**src/rtl/rf_arb_pkg.sv**
```systemverilog
// Shared types and constants for the register-file access arbiter.
// Requester ids are also the values held by the round-robin pointer.
package rf_arb_pkg;

  localparam int DEF_DATA_W = 16;
  localparam int DEF_ADDR_W = 4;

  localparam logic REQ_A = 1'b0;
  localparam logic REQ_B = 1'b1;

  typedef enum logic [1:0] {
    IDLE    = 2'd0,
    ISSUE   = 2'd1,
    RD_WAIT = 2'd2
  } state_t;

endpackage

```
**src/rtl/rf_access_arbiter_rr_arb2.sv**
```systemverilog
// Two-way round-robin picker. The pointer names the requester that wins a tie
// and is moved to the other requester whenever a grant is taken.
module rr_arb2
  import rf_arb_pkg::*;
(
  input  logic CLK,
  input  logic RST,
  input  logic req_a,
  input  logic req_b,
  input  logic advance,
  output logic winner,
  output logic any_req
);

  logic r_ptr;

  always_comb begin
    any_req = req_a | req_b;
    if (req_a && req_b) begin
      winner = r_ptr;
    end else if (req_b) begin
      winner = REQ_B;
    end else begin
      winner = REQ_A;
    end
  end

  always_ff @(posedge CLK or negedge RST) begin
    if (!RST) begin
      r_ptr <= REQ_A;
    end else if (advance) begin
      r_ptr <= ~winner;
    end
  end

endmodule

```
**src/rtl/rf_access_arbiter.sv**
```systemverilog
// Serialises read/write commands from two requesters onto one register-file
// port and steers read data back to the requester that issued the read.
module rf_access_arbiter
  import rf_arb_pkg::*;
#(
  parameter int DATA_W = DEF_DATA_W,
  parameter int ADDR_W = DEF_ADDR_W
) (
  input  logic              CLK,
  input  logic              RST,
  input  logic              req_a,
  input  logic              we_a,
  input  logic [ADDR_W-1:0] addr_a,
  input  logic [DATA_W-1:0] wdata_a,
  output logic              gnt_a,
  output logic              rvalid_a,
  output logic [DATA_W-1:0] rdata_a,
  input  logic              req_b,
  input  logic              we_b,
  input  logic [ADDR_W-1:0] addr_b,
  input  logic [DATA_W-1:0] wdata_b,
  output logic              gnt_b,
  output logic              rvalid_b,
  output logic [DATA_W-1:0] rdata_b,
  output logic              rf_wr_en,
  output logic              rf_rd_en,
  output logic [ADDR_W-1:0] rf_address,
  output logic [DATA_W-1:0] rf_wr_data,
  input  logic [DATA_W-1:0] rf_rd_data
);

  state_t              r_state;
  logic                r_cmd_we;
  logic                r_cmd_id;
  logic                r_gnt_a;
  logic                r_gnt_b;
  logic                r_rvalid_a;
  logic                r_rvalid_b;
  logic [DATA_W-1:0]   r_rdata_a;
  logic [DATA_W-1:0]   r_rdata_b;
  logic                r_rf_wr_en;
  logic                r_rf_rd_en;
  logic [ADDR_W-1:0]   r_rf_address;
  logic [DATA_W-1:0]   r_rf_wr_data;

  state_t              w_state_next;
  logic                w_cmd_we_next;
  logic                w_cmd_id_next;
  logic                w_gnt_a_next;
  logic                w_gnt_b_next;
  logic                w_rvalid_a_next;
  logic                w_rvalid_b_next;
  logic [DATA_W-1:0]   w_rdata_a_next;
  logic [DATA_W-1:0]   w_rdata_b_next;
  logic                w_rf_wr_en_next;
  logic                w_rf_rd_en_next;
  logic [ADDR_W-1:0]   w_rf_address_next;
  logic [DATA_W-1:0]   w_rf_wr_data_next;

  logic                w_winner;
  logic                w_any_req;
  logic                w_advance;
  logic                w_win_we;
  logic [ADDR_W-1:0]   w_win_addr;
  logic [DATA_W-1:0]   w_win_wdata;

  // Requests are only looked at in IDLE, so the pointer moves once per grant.
  assign w_advance = (r_state == IDLE) && w_any_req;

  rr_arb2 u_rr_arb2 (
    .CLK     (CLK),
    .RST     (RST),
    .req_a   (req_a),
    .req_b   (req_b),
    .advance (w_advance),
    .winner  (w_winner),
    .any_req (w_any_req)
  );

  assign w_win_we    = (w_winner == REQ_B) ? we_b    : we_a;
  assign w_win_addr  = (w_winner == REQ_B) ? addr_b  : addr_a;
  assign w_win_wdata = (w_winner == REQ_B) ? wdata_b : wdata_a;

  always_comb begin
    w_state_next      = r_state;
    w_cmd_we_next     = r_cmd_we;
    w_cmd_id_next     = r_cmd_id;
    w_gnt_a_next      = 1'b0;
    w_gnt_b_next      = 1'b0;
    w_rvalid_a_next   = 1'b0;
    w_rvalid_b_next   = 1'b0;
    w_rdata_a_next    = r_rdata_a;
    w_rdata_b_next    = r_rdata_b;
    w_rf_wr_en_next   = 1'b0;
    w_rf_rd_en_next   = 1'b0;
    w_rf_address_next = '0;
    w_rf_wr_data_next = '0;

    case (r_state)
      IDLE: begin
        if (w_any_req) begin
          // The ISSUE-cycle outputs are loaded straight from the winner here.
          w_state_next      = ISSUE;
          w_cmd_we_next     = w_win_we;
          w_cmd_id_next     = w_winner;
          w_gnt_a_next      = (w_winner == REQ_A);
          w_gnt_b_next      = (w_winner == REQ_B);
          w_rf_wr_en_next   = w_win_we;
          w_rf_rd_en_next   = ~w_win_we;
          w_rf_address_next = w_win_addr;
          w_rf_wr_data_next = w_win_we ? w_win_wdata : '0;
        end
      end
      ISSUE: begin
        w_state_next = r_cmd_we ? IDLE : RD_WAIT;
      end
      RD_WAIT: begin
        w_state_next = IDLE;
        if (r_cmd_id == REQ_B) begin
          w_rdata_b_next  = rf_rd_data;
          w_rvalid_b_next = 1'b1;
        end else begin
          w_rdata_a_next  = rf_rd_data;
          w_rvalid_a_next = 1'b1;
        end
      end
      default: begin
        w_state_next = IDLE;
      end
    endcase
  end

  always_ff @(posedge CLK or negedge RST) begin
    if (!RST) begin
      r_state      <= IDLE;
      r_cmd_we     <= 1'b0;
      r_cmd_id     <= REQ_A;
      r_gnt_a      <= 1'b0;
      r_gnt_b      <= 1'b0;
      r_rvalid_a   <= 1'b0;
      r_rvalid_b   <= 1'b0;
      r_rdata_a    <= '0;
      r_rdata_b    <= '0;
      r_rf_wr_en   <= 1'b0;
      r_rf_rd_en   <= 1'b0;
      r_rf_address <= '0;
      r_rf_wr_data <= '0;
    end else begin
      r_state      <= w_state_next;
      r_cmd_we     <= w_cmd_we_next;
      r_cmd_id     <= w_cmd_id_next;
      r_gnt_a      <= w_gnt_a_next;
      r_gnt_b      <= w_gnt_b_next;
      r_rvalid_a   <= w_rvalid_a_next;
      r_rvalid_b   <= w_rvalid_b_next;
      r_rdata_a    <= w_rdata_a_next;
      r_rdata_b    <= w_rdata_b_next;
      r_rf_wr_en   <= w_rf_wr_en_next;
      r_rf_rd_en   <= w_rf_rd_en_next;
      r_rf_address <= w_rf_address_next;
      r_rf_wr_data <= w_rf_wr_data_next;
    end
  end

  assign gnt_a      = r_gnt_a;
  assign gnt_b      = r_gnt_b;
  assign rvalid_a   = r_rvalid_a;
  assign rvalid_b   = r_rvalid_b;
  assign rdata_a    = r_rdata_a;
  assign rdata_b    = r_rdata_b;
  assign rf_wr_en   = r_rf_wr_en;
  assign rf_rd_en   = r_rf_rd_en;
  assign rf_address = r_rf_address;
  assign rf_wr_data = r_rf_wr_data;

endmodule

```
**config.mk**
```make
export PLATFORM = sky130hd
export DESIGN_NAME = rf_access_arbiter
export DESIGN_NICKNAME = d
export VERILOG_FILES = /design/src/rtl/rf_arb_pkg.sv /design/src/rtl/rf_access_arbiter_rr_arb2.sv /design/src/rtl/rf_access_arbiter.sv
export SDC_FILE = /design/constraint.sdc
export NUM_CORES = 1
export LEC_CHECK = 0
export BUFFER_PORTS_ARGS = -buffer_cell sky130_fd_sc_hd__buf_2
export CAP_MARGIN = 30
export CORE_UTILIZATION = 41
export DETAILED_ROUTE_END_ITERATION = 10
export GPL_TIMING_DRIVEN = 0
export PLACE_DENSITY = 0.75
export SLEW_MARGIN = 20
export SYNTH_ARGS = -nofsm -noshare
export SYNTH_HDL_FRONTEND = slang
export SYNTH_HIERARCHICAL = 1
export SYNTH_SLANG_ARGS = --single-unit
```
**constraint.sdc**
```tcl
create_clock -name CLK -period 1.4 [get_ports CLK]
set_input_delay 0.28 -clock CLK [delete_from_list [all_inputs] [get_ports CLK]]
set_output_delay 0.28 -clock CLK [all_outputs]
set_load 0.02 [all_outputs]
```
==> results.txt <==
----------------------------------------------------
[Outcome]
  Result of the run ... complete, no violations

[Synthesis]
  Area of the mapped netlist ... 0.00246 sq mm
  Dominant cells by area after synthesis ... sky130_fd_sc_hd__dfrtp_1, sky130_fd_sc_hd__mux2_2, sky130_fd_sc_hd__mux2i_1
  Number of flops mapped to enable cells by yosys ... 0
  Post-synth top area share ... 64.0%
  Library cell occupying the most area in the post-synthesis netlist ... sky130_fd_sc_hd__dfrtp_1
  Cell count after synthesis ... 164
  Most instantiated library cell after synthesis ... sky130_fd_sc_hd__dfrtp_1
  Most used flip-flop cell after synthesis ... sky130_fd_sc_hd__dfrtp_1
  Most instantiated cells after synthesis ... sky130_fd_sc_hd__dfrtp_1, sky130_fd_sc_hd__mux2_2, sky130_fd_sc_hd__mux2i_1
  Mean Syn Cell Area ... 15.0 sq um
  Count of state elements after synthesis ... 63
  Synth cell types ... 19
  Post-synthesis net count ... 226
  Share of flip-flops with an asynchronous set or reset ... 100%
  Sequential-to-total area share from yosys stat ... 64.0%
  Synth Warn # ... 6

[STA]
  Max-Slew Margin vs Limit ... 48.1%
  Setup Skew ... 0.00640 ns
  Post-route minimum period ... 1.38 ns
  Final number of max-transition violations ... 0
  Setup Viol. Count Final ... 0
  Pin slew with the least headroom to its limit ... 0.778 ns
  Setup TNS ... 0 ns
  Worst setup slack after layout ... 0.0246 ns
  Max Clock Freq ... 0.727 GHz
  Final Hold Vio Count ... 0
  Portion of the clock cycle consumed by the worst path in the final layout ... 98.2%
  Setup repair after global routing missed its margin ... true

[Place]
  Total of buffers placed on input and output ports ... 119
  Final estimated routing congestion in global placement ... 0.700
  Total instance count after detailed placement ... 355
  Half-perimeter wire length of the detailed placement result ... 3490 um
  Total cell area at the placement stage ... 0.00317 sq mm
  Post-placement setup slack ... -0.188 ns

[Clock tree]
  Num CTS Buffers ... 9
  Clock insertion delay at the later pin of the skew report ... 0.33 ns
  TritonCTS clock tree ... yes
  CTS sink count ... 63
  Clock transition at path regs ... 0.07 ns
  Worst-case clock buffer depth ... 2
  H-tree depth reported by CTS ... 3
  Clock root buffer ... sky130_fd_sc_hd__clkbuf_8

[Worst setup path]
  Worst stage delay on the critical path ... 0.42 ns
  Worst setup endpoint ... rf_wr_data[7]
  Standard cell with the maximum stage delay on the critical path ... sky130_fd_sc_hd__dfrtp_2
  Critical path startpoint ... r_state[1]
  Crit path launch type ... register
  Class of the most critical setup path ... reg -> reg
  Critical register-to-register path startpoint ... r_state[1]
  Data arrival time of the critical path ... 1.62 ns
  R2R Setup Slk ... 0.02 ns
  Cell type with the highest occurrence count on the critical path ... sky130_fd_sc_hd__buf_6
  Cells on worst reg2reg path ... 4
  Worst-path maximum fanout ... 10
  Req. time, crit path ... 1.65 ns
  Crit-path cells ... or3b_1, buf_6, buf_6, nor3_1
  Critical path endpoint category ... register
  R2R Path End ... rf_wr_data[7]

[Layout]
  Fillers ... 464
  Number of diodes added for antenna fixing ... 0
  Post-route standard cell area excluding fillers ... 0.00352 sq mm
  Non-filler cells, final ... 374
  Share of cells above drive strength 1 ... 67.5%
  Post-layout net count ... 360
  Fin util ... 62.4%
  Layout overhead on the synthesized area ... 42.7%

[Global routing]
  GR Util All Layers ... 17.3%
  Largest net degree at the start of global routing ... 64
  Global-route wire length before repair ... 8140 um
  Vias in the first global route ... 1824
  Aggregate global routing overflow ... 0
  Initial antenna violation count ... 0

[Route]
  Routed len/inst ... 13.3 um
  DRC violations left ... 0
  Number of detailed-route iterations in the first pass ... 4
  Total wirelength of the detailed-routed design ... 4990 um
  Post-route antenna net violation count ... 0
  Detailed-route via count ... 1776
  Violation count after the first detailed-routing iteration ... 37
  Average vias per placed instance ... 4.75

[Run]
  Max cap viols ... 0

[Floorplanning]
  Number of rows in the core area ... 27
  Std-Cell Core Area ... 0.00564 sq mm
  Effective utilization at floorplan ... 43.7%
  Number of I/O pins ... 120
  Height of the chip ... 79.5 um
  Area of the die ... 0.00633 sq mm
  Horizontal die dimension ... 79.5 um

[Power and ir drop]
  Power per Cell Area ... 2160 mW/mm^2
  Max VDD drop ... 1010 uV
  P_leak ... 0.00183 uW

[Min path]
  Class of the tightest hold or removal check ... in -> async

----------------------------------------------------
[through the flow]
step / power (uW) / hold WS (ns)
final: 7590 / 0.0387
after global routing: 8050 / 0.0841
after CTS: 7590 / 0.0542
after detailed placement: 5930 / 0.418
after global placement: 5840 / 0.418
after floorplan: 4900 / -0.0156
[layer usage]
metal | track usage [%] | vias up | wire [um]
met3 | 7.77 | 6 | 492
met1 | 18.8 | 845 | 2000
met2 | 28.7 | 89 | 2420
li1 | - | 836 | -
met4 | 7.64 | 0 | 65
met5 | 0 | - | 0
[report_power, final]
part / switching (uW) / internal [uW]
sequential: 329 / 2540
clock: 648 / 907
combinational: 1760 / 1410
[critical path, delay by kind of cell (launching register included)]
kind	cells	cell delay, ns
buffers and inverters	2	0.30
AND/OR/NAND/NOR	2	0.57
flip-flops	1	0.42
[cell usage in the layout (no fill, tap or decap)]
cell	Yosys	final
sky130_fd_sc_hd__buf_6	5	7
sky130_fd_sc_hd__nor3_2	0	12
sky130_fd_sc_hd__inv_2	0	1
sky130_fd_sc_hd__clkbuf_1	0	1
sky130_fd_sc_hd__inv_1	4	3
sky130_fd_sc_hd__nor3b_1	1	1
sky130_fd_sc_hd__clkbuf_8	0	11
sky130_fd_sc_hd__buf_4	1	6
sky130_fd_sc_hd__clkinvlp_4	0	1
sky130_fd_sc_hd__nor3b_4	1	1
sky130_fd_sc_hd__or3b_1	1	1
sky130_fd_sc_hd__nor3_4	0	1
sky130_fd_sc_hd__clkinv_2	0	1
sky130_fd_sc_hd__mux2i_2	1	3
sky130_fd_sc_hd__a31oi_1	1	1
sky130_fd_sc_hd__nor3_1	16	3
sky130_fd_sc_hd__mux2_2	33	33
sky130_fd_sc_hd__or2_2	1	1
sky130_fd_sc_hd__mux2i_4	0	2
sky130_fd_sc_hd__dfrtp_2	0	1
sky130_fd_sc_hd__bufinv_16	0	1
sky130_fd_sc_hd__buf_2	3	118
sky130_fd_sc_hd__dfrtp_1	63	62
sky130_fd_sc_hd__nand2b_4	1	1
sky130_fd_sc_hd__nand3b_4	0	1
sky130_fd_sc_hd__and2_4	0	1
sky130_fd_sc_hd__nor2_1	7	7
sky130_fd_sc_hd__mux2i_1	21	17
sky130_fd_sc_hd__and2_1	2	2
sky130_fd_sc_hd__buf_8	0	1
[layout make-up]
cell class              instances  area (sq um)  share of cell area (%)
inverters                       4          15.0                   0.427
clock buffers                  12           155                    4.41
clock inverters                 3          42.5                    1.21
flip-flops and latches         63          1580                    44.8
well taps                      72          90.1                    2.56
plain buffers                   8          90.1                    2.56
repair buffers                124           639                    18.2
multi-input cells              88           908                    25.8
[cell families (layout without fill, tap and decap cells)]
| logic type | after synthesis | in the layout | share of synthesized area [%] |
|---|---|---|---|
| DFF | 63 | 63 | 64.0 |
| and+or+nand+nor | 32 | 32 | 7.82 |
| AOI/OAI and AO/OA | 1 | 1 | 0.254 |
| muxes | 55 | 55 | 24.2 |
| buffers and inverters | 13 | 151 | 3.81 |
[what timing repair did]
action                     4_1_cts  5_1_grt
hold buffers                     0        0
pin swaps                        1        0
buffers inserted                 4        1
gates resized for setup          9       18
setup endpoints to repair       43       22
[sequential cells by signal (all words and copies together) (netlist names)]
| signal | count |
|---|---|
| rdata_a | 16 |
| rdata_b | 16 |
| rf_wr_data | 16 |
| rf_address | 4 |
| r_state | 2 |
| gnt_a | 1 |
| gnt_b | 1 |
| r_cmd_id | 1 |
| r_cmd_we | 1 |
| rf_rd_en | 1 |
| rf_wr_en | 1 |
| rvalid_a | 1 |
| rvalid_b | 1 |
| u_rr_arb2/r_ptr | 1 |
[worst min path at each step]
stage                     startpoint       endpoint  slack, ns  cells after the start
after floorplan                  RST          gnt_a      -0.02                      0
after global placement      r_cmd_we     r_state[1]       0.42                      1
after detailed placement         RST     rdata_b[6]       0.42                      1
after CTS                        RST     rdata_b[8]       0.05                      1
after global routing             RST  rf_wr_data[8]       0.08                      1
final                            RST     rdata_a[7]       0.04                      1
No activity file was read; power rests on OpenSTA's default activity.
